File: src/rtl/pkt_rx_pkg.sv
// Shared types for the ingress packet parser: FSM states and the FIFO entry layout.
package pkt_rx_pkg;

  // DA, SA and LEN are stored ahead of the payload
  localparam int unsigned HDR_BYTES = 3;

  typedef enum logic [2:0] {
    StIdle,
    StSa,
    StLen,
    StPay,
    StPar
  } state_e;

  typedef struct packed {
    logic       sop;
    logic       eop;
    logic [7:0] data;
  } entry_t;

endpackage

File: src/rtl/pkt_rx_parser_if.sv
// Ingress byte stream and egress show-ahead byte port of the packet parser.
interface pkt_rx_parser_if;
  logic       packet_in_start;
  logic [7:0] packet_in;
  logic       packet_ack;
  logic       drop_pulse;
  logic       out_valid;
  logic [7:0] out_data;
  logic       out_sop;
  logic       out_eop;
  logic       out_ready;

  // Parser side
  modport slave (
    input  packet_in_start, packet_in, out_ready,
    output packet_ack, drop_pulse, out_valid, out_data, out_sop, out_eop
  );

  // Driver / consumer side
  modport master (
    output packet_in_start, packet_in, out_ready,
    input  packet_ack, drop_pulse, out_valid, out_data, out_sop, out_eop
  );
endinterface

File: src/rtl/pkt_fifo_rb.sv
// Store-and-forward byte FIFO with a speculative write pointer that is either
// committed (packet becomes readable) or rolled back (packet discarded).
module pkt_fifo_rb
  import pkt_rx_pkg::*;
#(
  parameter int unsigned FIFO_DEPTH = 64,
  parameter int unsigned PtrW       = $clog2(FIFO_DEPTH) + 1
) (
  input  logic            clk_i,
  input  logic            rst_ni,
  input  logic            wr_en_i,
  input  entry_t          wr_entry_i,
  input  logic            commit_i,
  input  logic            rollback_i,
  output logic [PtrW-1:0] free_o,
  output logic            rd_valid_o,
  output entry_t          rd_entry_o,
  input  logic            rd_ready_i
);
  localparam int unsigned AddrW = PtrW - 1;

  entry_t          mem_q [FIFO_DEPTH];
  logic [PtrW-1:0] wr_q, wr_d, commit_q, commit_d, rd_q, rd_d;
  logic [PtrW-1:0] base;
  logic            full;
  logic            do_wr;

  // Pointer next-state; a rollback and a new write in the same cycle (packet
  // restart) write the new byte at the rolled-back position.
  always_comb begin
    base     = rollback_i ? commit_q : wr_q;
    // Guards committed-unread data from the header bytes written before the
    // space check at LEN; such a packet is always dropped at LEN anyway.
    full     = ((base - rd_q) == PtrW'(FIFO_DEPTH));
    do_wr    = wr_en_i & ~full;
    wr_d     = do_wr ? base + PtrW'(1) : base;
    commit_d = commit_i ? wr_q : commit_q;
    rd_d     = (rd_valid_o && rd_ready_i) ? rd_q + PtrW'(1) : rd_q;
  end

  // Pointer registers; reset empties the FIFO including committed data
  always_ff @(posedge clk_i or negedge rst_ni) begin
    if (!rst_ni) begin
      wr_q     <= '0;
      commit_q <= '0;
      rd_q     <= '0;
    end else begin
      wr_q     <= wr_d;
      commit_q <= commit_d;
      rd_q     <= rd_d;
    end
  end

  // Entry storage, no reset needed since validity comes from the pointers
  always_ff @(posedge clk_i) begin
    if (do_wr) begin
      mem_q[base[AddrW-1:0]] <= wr_entry_i;
    end
  end

  // Show-ahead read port and committed-space report
  always_comb begin
    rd_valid_o = (rd_q != commit_q);
    rd_entry_o = mem_q[rd_q[AddrW-1:0]];
    free_o     = PtrW'(FIFO_DEPTH) - (commit_q - rd_q);
  end

endmodule

File: src/rtl/pkt_rx_parser.sv
// Ingress parser: frames DA/SA/LEN/payload/PAR, checks XOR parity and either
// commits the stored packet to the FIFO or rolls it back.
module pkt_rx_parser
  import pkt_rx_pkg::*;
#(
  parameter int unsigned FIFO_DEPTH = 64,
  parameter int unsigned MAX_LEN    = 32,
  parameter int unsigned CNT_W      = 16
) (
  input  logic             clk,
  input  logic             rst,
  pkt_rx_parser_if.slave   bus,
  output logic [CNT_W-1:0] good_cnt,
  output logic [CNT_W-1:0] drop_cnt
);
  localparam int unsigned PtrW = $clog2(FIFO_DEPTH) + 1;

  state_e          state_q, state_d;
  logic [7:0]      par_q, par_d;
  logic [7:0]      len_q, len_d;
  logic            drop_q, drop_d;
  logic            ack_q, ack_d;
  logic            dpulse_q, dpulse_d;
  logic [CNT_W-1:0] good_q, good_d, dcnt_q, dcnt_d;

  logic            wr_en, commit, rollback;
  entry_t          wr_entry;
  logic [PtrW-1:0] free;
  logic            rd_valid;
  entry_t          rd_entry;
  logic [7:0]      in_byte;

  assign in_byte = bus.packet_in;

  pkt_fifo_rb #(
    .FIFO_DEPTH (FIFO_DEPTH),
    .PtrW       (PtrW)
  ) u_fifo (
    .clk_i      (clk),
    .rst_ni     (rst),
    .wr_en_i    (wr_en),
    .wr_entry_i (wr_entry),
    .commit_i   (commit),
    .rollback_i (rollback),
    .free_o     (free),
    .rd_valid_o (rd_valid),
    .rd_entry_o (rd_entry),
    .rd_ready_i (bus.out_ready)
  );

  // Frame FSM, parity accumulation, FIFO write/commit/rollback and statistics
  always_comb begin
    state_d  = state_q;
    par_d    = par_q;
    len_d    = len_q;
    drop_d   = drop_q;
    ack_d    = 1'b0;
    dpulse_d = 1'b0;
    good_d   = good_q;
    dcnt_d   = dcnt_q;
    wr_en    = 1'b0;
    wr_entry = '{sop: 1'b0, eop: 1'b0, data: in_byte};
    commit   = 1'b0;
    rollback = 1'b0;

    if (bus.packet_in_start) begin
      // A start mid-frame abandons the current packet; the byte is a new DA
      if (state_q != StIdle) begin
        rollback = 1'b1;
        dpulse_d = 1'b1;
        dcnt_d   = (dcnt_q == '1) ? dcnt_q : dcnt_q + CNT_W'(1);
      end
      state_d      = StSa;
      par_d        = in_byte;
      drop_d       = 1'b0;
      wr_en        = 1'b1;
      wr_entry.sop = 1'b1;
    end else begin
      unique case (state_q)
        StIdle: ;
        StSa: begin
          par_d   = par_q ^ in_byte;
          wr_en   = ~drop_q;
          state_d = StLen;
        end
        StLen: begin
          par_d = par_q ^ in_byte;
          len_d = in_byte;
          // Space is judged against committed-unread entries only
          if ((32'(in_byte) > MAX_LEN) ||
              ((32'(in_byte) + HDR_BYTES) > 32'(free))) begin
            drop_d = 1'b1;
          end
          wr_en        = ~drop_d;
          wr_entry.eop = (in_byte == 8'd0);
          state_d      = (in_byte == 8'd0) ? StPar : StPay;
        end
        StPay: begin
          par_d        = par_q ^ in_byte;
          wr_en        = ~drop_q;
          wr_entry.eop = (len_q == 8'd1);
          len_d        = len_q - 8'd1;
          if (len_q == 8'd1) begin
            state_d = StPar;
          end
        end
        StPar: begin
          state_d = StIdle;
          if (!drop_q && (par_q == in_byte)) begin
            commit = 1'b1;
            ack_d  = 1'b1;
            good_d = (good_q == '1) ? good_q : good_q + CNT_W'(1);
          end else begin
            rollback = 1'b1;
            dpulse_d = 1'b1;
            dcnt_d   = (dcnt_q == '1) ? dcnt_q : dcnt_q + CNT_W'(1);
          end
        end
        default: state_d = StIdle;
      endcase
    end
  end

  // State and statistics registers
  always_ff @(posedge clk or negedge rst) begin
    if (!rst) begin
      state_q  <= StIdle;
      par_q    <= '0;
      len_q    <= '0;
      drop_q   <= 1'b0;
      ack_q    <= 1'b0;
      dpulse_q <= 1'b0;
      good_q   <= '0;
      dcnt_q   <= '0;
    end else begin
      state_q  <= state_d;
      par_q    <= par_d;
      len_q    <= len_d;
      drop_q   <= drop_d;
      ack_q    <= ack_d;
      dpulse_q <= dpulse_d;
      good_q   <= good_d;
      dcnt_q   <= dcnt_d;
    end
  end

  // Egress view; data is forced to zero when nothing is committed
  always_comb begin
    bus.packet_ack = ack_q;
    bus.drop_pulse = dpulse_q;
    bus.out_valid  = rd_valid;
    bus.out_data   = rd_valid ? rd_entry.data : 8'h00;
    bus.out_sop    = rd_valid & rd_entry.sop;
    bus.out_eop    = rd_valid & rd_entry.eop;
    good_cnt       = good_q;
    drop_cnt       = dcnt_q;
  end

endmodule

File: src/flat_wrapper.sv
// flat-port wrapper written by rule: the top's interface ports become plain ports
module pkt_rx_parser_flat import pkt_rx_pkg::*;
#(
  parameter int unsigned FIFO_DEPTH = 64,
  parameter int unsigned MAX_LEN    = 32,
  parameter int unsigned CNT_W      = 16
)
  (clk, rst, good_cnt, drop_cnt, bus_packet_in_start, bus_packet_in, bus_out_ready, bus_packet_ack, bus_drop_pulse, bus_out_valid, bus_out_data, bus_out_sop, bus_out_eop);
  pkt_rx_parser_if bus_i ();
  input  logic clk;
  input  logic rst;
  output logic [CNT_W-1:0] good_cnt;
  output logic [CNT_W-1:0] drop_cnt;
  input wire logic [$bits(bus_i.packet_in_start)-1:0] bus_packet_in_start;
  input wire logic [$bits(bus_i.packet_in)-1:0] bus_packet_in;
  input wire logic [$bits(bus_i.out_ready)-1:0] bus_out_ready;
  output wire logic [$bits(bus_i.packet_ack)-1:0] bus_packet_ack;
  output wire logic [$bits(bus_i.drop_pulse)-1:0] bus_drop_pulse;
  output wire logic [$bits(bus_i.out_valid)-1:0] bus_out_valid;
  output wire logic [$bits(bus_i.out_data)-1:0] bus_out_data;
  output wire logic [$bits(bus_i.out_sop)-1:0] bus_out_sop;
  output wire logic [$bits(bus_i.out_eop)-1:0] bus_out_eop;
  assign bus_i.packet_in_start = bus_packet_in_start;
  assign bus_i.packet_in = bus_packet_in;
  assign bus_i.out_ready = bus_out_ready;
  assign bus_packet_ack = bus_i.packet_ack;
  assign bus_drop_pulse = bus_i.drop_pulse;
  assign bus_out_valid = bus_i.out_valid;
  assign bus_out_data = bus_i.out_data;
  assign bus_out_sop = bus_i.out_sop;
  assign bus_out_eop = bus_i.out_eop;
  pkt_rx_parser #(.FIFO_DEPTH(FIFO_DEPTH), .MAX_LEN(MAX_LEN), .CNT_W(CNT_W)) u_core (.clk(clk), .rst(rst), .bus(bus_i), .good_cnt(good_cnt), .drop_cnt(drop_cnt));
endmodule
File: config.mk
export PLATFORM = sky130hd
export DESIGN_NAME = pkt_rx_parser_flat
export DESIGN_NICKNAME = d
export VERILOG_FILES = /design/src/rtl/pkt_rx_pkg.sv /design/src/rtl/pkt_rx_parser_if.sv /design/src/rtl/pkt_fifo_rb.sv /design/src/rtl/pkt_rx_parser.sv /design/src/flat_wrapper.sv
export SDC_FILE = /design/constraint.sdc
export NUM_CORES = 1
export LEC_CHECK = 0
export ABC_CLOCK_PERIOD_IN_PS = 5400
export CAP_MARGIN = 20
export CORE_MARGIN = 10
export CORE_UTILIZATION = 40
export DETAILED_ROUTE_END_ITERATION = 8
export GPL_TIMING_DRIVEN = 0
export PLACE_DENSITY = 0.57
export SLEW_MARGIN = 20
export SYNTH_ARGS = -nofsm -noshare
export SYNTH_HDL_FRONTEND = slang
export SYNTH_SLANG_ARGS = --single-unit
File: constraint.sdc
create_clock -name clk -period 5.4 [get_ports clk]
set_input_delay 1.62 -clock clk [delete_from_list [all_inputs] [get_ports clk]]
set_output_delay 1.62 -clock clk [all_outputs]
set_load 0.02 [all_outputs]
Word-level counts from Yosys, hierarchy flattened
Memories as Yosys holds them, arrays and structs flattened.
Index checks and enable logic that the tools add are counted.
- flip-flop bits (word level): 75
- bits in latches: 0
- RAM bits: 640
- bits in read-only memories: 0
- input bits: 12
- output and inout bits: 45
- logic and storage cells: 97
- memories: 1
- $add $sub $neg: 9
- multiply operators: 0
- divide/modulo/power cells: 0
- order comparisons: 2
- equal/unequal tests: 14
- shift operators: 0
- multiplexer cells: 34
- bitwise gates (word level): 9
- reductions and logical operators: 17
- memory list (name ; depth ; bits a word ; rd ports ; clocked after memory_dff ; wr ports ; RTL line ; RTL):
    u_core.u_fifo.mem_q ; 64 ; 10 ; 1 ; 0 ; 1 ; pkt_fifo_rb.sv:22 ; entry_t mem_q [FIFO_DEPTH];
- operator list (cell ; number):
    $mux W16 ; 5
    $add A16 B1 Y16 const B ; 2
    $eq A16 B16 Y1 const B ; 2
    $gt A32 B7 Y1 ; 1
    $mux W8 ; 3
    $mux W1 ; 17
    $pmux W8 S2 ; 1
    $add A7 B1 Y7 const B ; 2
    $mux W7 ; 2
    $sub A7 B7 Y7 ; 2
    $pmux W3 S4 ; 1
    $add A8 B2 Y9 const B ; 1
    $mux W3 ; 3
    $eq A8 B1 Y1 const B ; 1
    $eq A8 B8 Y1 ; 1
    $gt A8 B6 Y1 const B ; 1
    $logic_not A8 Y1 ; 1
    $reduce_bool A2 Y1 ; 4
    $sub A8 B1 Y8 const B ; 1
    $xor A8 B8 Y8 ; 1
    $eq A7 B7 Y1 const B ; 1
    $ne A7 B7 Y1 ; 1
    $sub A7 B7 Y7 const A ; 1
    $eq A3 B2 Y1 const B ; 2
    18 further kinds ; 28

Longest topological paths before layout
- word-level depth: 13
- gate-level depth with buffers: 23
- depth with buffers taken out: 19

Hierarchy
Synthesis repeated with hierarchy kept, for this count alone.
- cells, all modules: 1524
- area, all modules: 29326.9 µm²
- modules (own cells, without submodules) (module ; instances ; cells each ; area each (µm²) ; seq. area each (µm²)):
    pkt_fifo_rb ; 1 ; 1195 ; 26138.8 ; 19743.9
    pkt_rx_parser ; 1 ; 329 ; 3188.1 ; 1351.3

Worst setup path after synthesis
OpenSTA, ideal clock, no wires.
- path type: input port to flip-flop
- from: input bus_packet_in[5]
- to: memory u_core.u_fifo.mem_q[62][0] (netlist bit) (enable)
- library setup time: 392 ps
- arrival: 5546 ps
- required time: 5008 ps
- slack: -538 ps
- cell stages on the path: 17
- buffers on the path: 3
- cell sequence: clkbuf_1 > xor2_1 > nor4_1 > and3_1 > nor2_1 > buf_2 > mux2_2 > ha_1 > nor2b_1 > o211ai_1 > a21o_1 > a211o_1 > or4b_1 > nand4_4 > buf_6 > nand2b_4 > nor3b_1
- word-level cells in the longest chain between the ends: 12
- elaborated cells between the ends (all ways): 22
- classes of those cells: 2 x add/sub; 2 x order compare; 2 x eq/ne; 11 x mux; 3 x bitwise; 2 x reduce/logical
- RTL lines (what ; RTL line ; RTL):
    start: declaration ; flat_wrapper.sv:15 ; input wire logic [$bits(bus_i.packet_in)-1:0] bus_packet_in;
    $add A8 B2 Y9 / $eq A8 B8 Y1 (equally long branches) ; pkt_rx_parser.sv:91, pkt_rx_parser.sv:109 ;
    $gt A32 B7 Y1 / $logic_and A1 B1 Y1 (equally long branches) ; pkt_rx_parser.sv:91, pkt_rx_parser.sv:109 ;
    $logic_or A1 B1 Y1 / $mux W1 (equally long branches) ; pkt_rx_parser.sv:90, pkt_rx_parser.sv:109 ;
    $mux W1, on equally long branches ; pkt_rx_parser.sv:90, pkt_rx_parser.sv:79 ;
    $mux W1, on equally long branches ; pkt_rx_parser.sv:79, pkt_rx_parser.sv:66 ;
    $mux W1 / $mux W7 (equally long branches) ; pkt_rx_parser.sv:66, pkt_fifo_rb.sv:31 ;
    $not A1 Y1 / $sub A7 B7 Y7 (equally long branches) ; pkt_rx_parser.sv:94, pkt_fifo_rb.sv:34 ;
    $pmux W1 S2 / $eq A7 B7 Y1 (equally long branches) ; pkt_rx_parser.sv:79, pkt_fifo_rb.sv:34 ;
    $mux W1 / $not A1 Y1 (equally long branches) ; pkt_rx_parser.sv:66, pkt_fifo_rb.sv:35 ;
    $and A1 B1 Y1 ; pkt_fifo_rb.sv:35 ; do_wr = wr_en_i & ~full;
    $mux W1 ; pkt_fifo_rb.sv:56 ; if (do_wr) begin
    $mux W1 (implied by the code) ; pkt_fifo_rb.sv:57 ; mem_q[base[AddrW-1:0]] <= wr_entry_i;
    end: declaration ; pkt_fifo_rb.sv:22 ;
Several ways; a longest one is shown, not always the timed one. The select of a mux whose other input is x is not followed.

Worst setup path in the final report
- from: register u_core.u_fifo.rd_q[2]
- to: output bus_out_data[3]
- word-level cells in the longest chain between the ends: 2
- elaborated cells between the ends (all ways): 3
- classes of those cells: 1 x eq/ne; 1 x mux; 1 x memory
- RTL lines (what ; RTL line ; RTL):
    start: declaration ; pkt_fifo_rb.sv:23 ; logic [PtrW-1:0] wr_q, wr_d, commit_q, commit_d, rd_q, rd_d;
    start signal: assignment ; pkt_fifo_rb.sv:50 ; rd_q <= rd_d;
    $mem_v2 Z64 W10 / $ne A7 B7 Y1 (equally long branches) ; n/a ;
    $mux W8 * ; pkt_rx_parser.sv:152 ; bus.out_data = rd_valid ? rd_entry.data : 8'h00;
    end: declaration ; flat_wrapper.sv:20 ; output wire logic [$bits(bus_i.out_data)-1:0] bus_out_data;
Every way passes the cells marked *; elsewhere a longest branch is shown, timed or not.

==> summary.txt <==
Outcome
  • Outcome: finished with violations
  • Failing checks: negative setup slack

Logic synthesis
  • Synth Flop Type: edfxtp_1
  • Syn Area/Cell: 19.3 sq um
  • Top cells by count, synth: edfxtp_1 (640), mux4_2 (210), nor2_1 (97), dfrtp_1 (75), nand2_1 (52)
  • Post-synth top area share: 0.652
  • Synth Instances: 1,529
  • Synthesized flop and latch total: 715
  • Fraction of registers with async set/reset: 0.105
  • Warnings, synthesis: 0
  • Syn_nets: 1,573
  • Cell Area, Synth: 0.0295 sq mm
  • Main area contributors after synthesis: edfxtp_1 (65%), mux4_2 (16%), dfrtp_1 (6.4%)
  • Sequential share of the synthesized area: 0.716
  • Largest area contributor in the netlist: edfxtp_1
  • Number of enable flip-flop cells after synthesis: 640
  • Top-count cell post-synth: edfxtp_1
  • Yosys cell types: 61

Clock network
  • Total CTS buffers: 77
  • CTS Root Cell: clkbuf_16
  • Post-CTS Hold Buffers: 0
  • CTS tree: built
  • CTS clk-pin slew, worst paths: 50 ps
  • Worst-case clock buffer depth: 3
  • Worst skew pair latency: 620 ps
  • CTS H-tree lvls: 3
  • CTS Sinks: 715

Detailed routing
  • Final ANT Viol Nets: 0
  • Initial drt markers: 1,351
  • 1st-pass router iterations: 5
  • Vias: 15,347
  • Avg WL per Cell: 27.6 um
  • DRC: 0
  • Via density per instance: 5.62
  • Detailed Route WL: 75,500 um

Worst setup path
  • RR Endpoint: u_core.u_fifo.mem_q[44][6]
  • R2r setup slk: 540 ps
  • Critical-path top delay cell: clkbuf_1
  • FF-to-FF Start: u_core.u_fifo.rd_q[0]
  • Crit-path cells: clkbuf_1, clkbuf_1, mux4_2, mux4_2, and2_1, dlygate4sd2_1
  • Crit path required time: 3780 ps
  • Max FO, Critical Path: 10
  • Worst endpoint data arrival time: 3800 ps
  • Startpoint types: register
  • R2r worst-path depth: 23
  • Critical path endpoint category: output pin
  • Critical Path Max Stage Delay: 840 ps
  • WS Path Type: reg -> out

STA
  • Slew @ Worst Pin: 1170 ps
  • Worst Skew: 26.1 ps
  • Hold Fails Final Rpt: 0
  • Fmax: 185 MHz
  • Setup violations, final: 1
  • Smallest hold slack: 490 ps
  • Fin. max-slew vios: 0
  • Tcrit/Tclk final: 1.00
  • RSZ-0062 raised after global routing: yes
  • Fin worst setup slack: -18.5 ps
  • Rel. slew slack: 0.211
  • Fin crit period: 5420 ps
  • Sum Neg Setup Slack: -18.5 ps

Finish
  • Register area: 0.0211 sq mm
  • ANT cells: 0
  • Post-Layout Cell Count: 2,733
  • Share of layout cells above drive strength 1: 0.307
  • Multi-input gate area: 0.00860 sq mm
  • Fillers: 5,916
  • Nets: 1,765
  • Area grow syn2layout: 20.9%
  • Final Cell Area: 0.0357 sq mm
  • Final Util: 0.489

Pwr
  • PwrDens: 486 mW/mm^2
  • Maximum vdd drop: 0.000276 V
  • Pwr Total: 17.3 mW
  • Leakage: 11.8 nW

Floorplanning
  • Starting Density: 0.404
  • Die footprint: 0.0849 sq mm
  • Cell Rows: 99
  • Top Ports: 57
  • CORE AREA: 0.0730 sq mm
  • Die width: 291 um
  • Die Y: 291 um

Global routing
  • Vias in the first global route: 15,913
  • Largest net degree at the start of global routing: 73
  • First-pass GRT wire length: 109,000 um
  • Global route overflow: 0
  • Gr usage total: 0.173
  • Antenna violations before repair: 4

Placement
  • Placed cell areas: 0.0316 sq mm
  • RePlAce Congestion: 0.862
  • Sum of net half-perimeters after detailed placement: 47,800 um
  • Inst Count DP: 2,552
  • Pre-CTS setup slack: -1880 ps
  • Buffers on Ports: 56

Min path
  • Hold Startpoint: u_core.drop_cnt[10]
  • Hold EP: u_core.drop_cnt[10]
  • Min-delay worst type: reg -> reg
  • Cell count of the worst hold path: 1

Job
  • Max Cap Violations: 0
==> kinds of logic (layout without fill, tap and decap cells) <==
group,after synthesis,in the layout,synth area share
muxes,223,223,0.165
AOI/OAI and AO/OA,90,90,0.0199
xor gates and xnor gates,68,68,0.0202
buffers and inverters,115,360,0.0163
and+or+nand+nor,286,286,0.0489
DFF,715,715,0.716
adders and majority gates,32,32,0.0138
==> repair_timing <==
action	4_1_cts	5_1_grt
setup buffers	33	11
endpoints found under the setup margin	658	649
gates cloned	6	6
pin swaps	16	7
resized for setup	276	48
==> report_power, final <==
group	internal (mW)	leakage, nW	switching (mW)
sequential	6.27	6.80	0.139
combinational	2.74	3.86	3.22
clock	2.86	1.14	2.11
total	11.9	11.8	5.47
==> worst max path at each step <==
stage / slack (ps) / cells past startpoint / endpoint / from
2_1_floorplan: 7 / 17 / u_core.u_fifo.mem_q[57][0] / bus_packet_in[3]
3_3_place_gp: -3910 / 7 / u_core.u_fifo.mem_q[32][8] / bus_packet_in[3]
3_5_place_dp: -1880 / 19 / u_core.u_fifo.mem_q[3][4] / bus_packet_in[5]
4_1_cts: -30 / 6 / bus_out_data[1] / u_core.u_fifo.rd_q[3]
5_1_grt: -40 / 8 / bus_out_data[3] / u_core.u_fifo.rd_q[0]
6_report: -20 / 6 / bus_out_data[3] / u_core.u_fifo.rd_q[2]
==> critical path: cells and delay by family (launching register included) <==
family	cells	cell delay, ps
muxes	2	1080
and+or+nand+nor	1	190
DFF	1	380
buffers and inverters	3	1530
==> layout make-up <==
type                    instances  area share
plain buffers                  75      0.0201
well taps                     959      0.0337
flip-flops and latches        715       0.592
clock buffers                  95      0.0571
inverters                      36     0.00400
repair buffers                117      0.0438
multi-input cells             699       0.241
clock inverters                37     0.00821
==> placed cells by master, fill, tap and decap left out, types with 6 or more instances in the layout <==
cell,instances
edfxtp_1,640
clkdlybuf4s50_1,36
clkbuf_16,84
o21ai_0,23
buf_6,8
buf_2,7
clkbuf_2,13
inv_1,34
nor2_1,38
clkbuf_1,32
mux4_2,210
nand4_1,16
mux2_2,6
or2_1,7
nand3_1,17
nor2_4,58
a31oi_2,8
buf_4,42
ha_1,28
a21o_1,8
buf_12,23
a31oi_1,13
clkinv_2,7
and2_1,15
clkinv_1,21
a21oi_1,16
buf_16,11
nand2_1,52
nor2b_1,10
xnor2_1,45
nor3_1,19
nor4_1,6
buf_8,8
nand2b_1,8
xor2_1,22
dfrtp_1,74
==> per-layer routing <==
layer  share of wire  wire length (um)  track usage
met3           0.068              5160       0.0460
met1            0.42             31700        0.228
met4           0.026              1940       0.0497
met5               0                 0            0
met2            0.49             36700        0.279
==> sequential cells by signal (all words and copies together), names as in the netlist <==
signal and flops:
u_core.state_q 3, u_core.bus.packet_ack 1, u_core.u_fifo.mem_q 640, u_core.par_q 8, u_core.drop_cnt 16, u_core.good_cnt 16, u_core.u_fifo.wr_q 7, u_core.len_q 8
u_core.drop_q 1, u_core.u_fifo.rd_q 7, u_core.u_fifo.commit_q 7, u_core.bus.drop_pulse 1
Note: power is estimated with default switching activity, not from simulation.
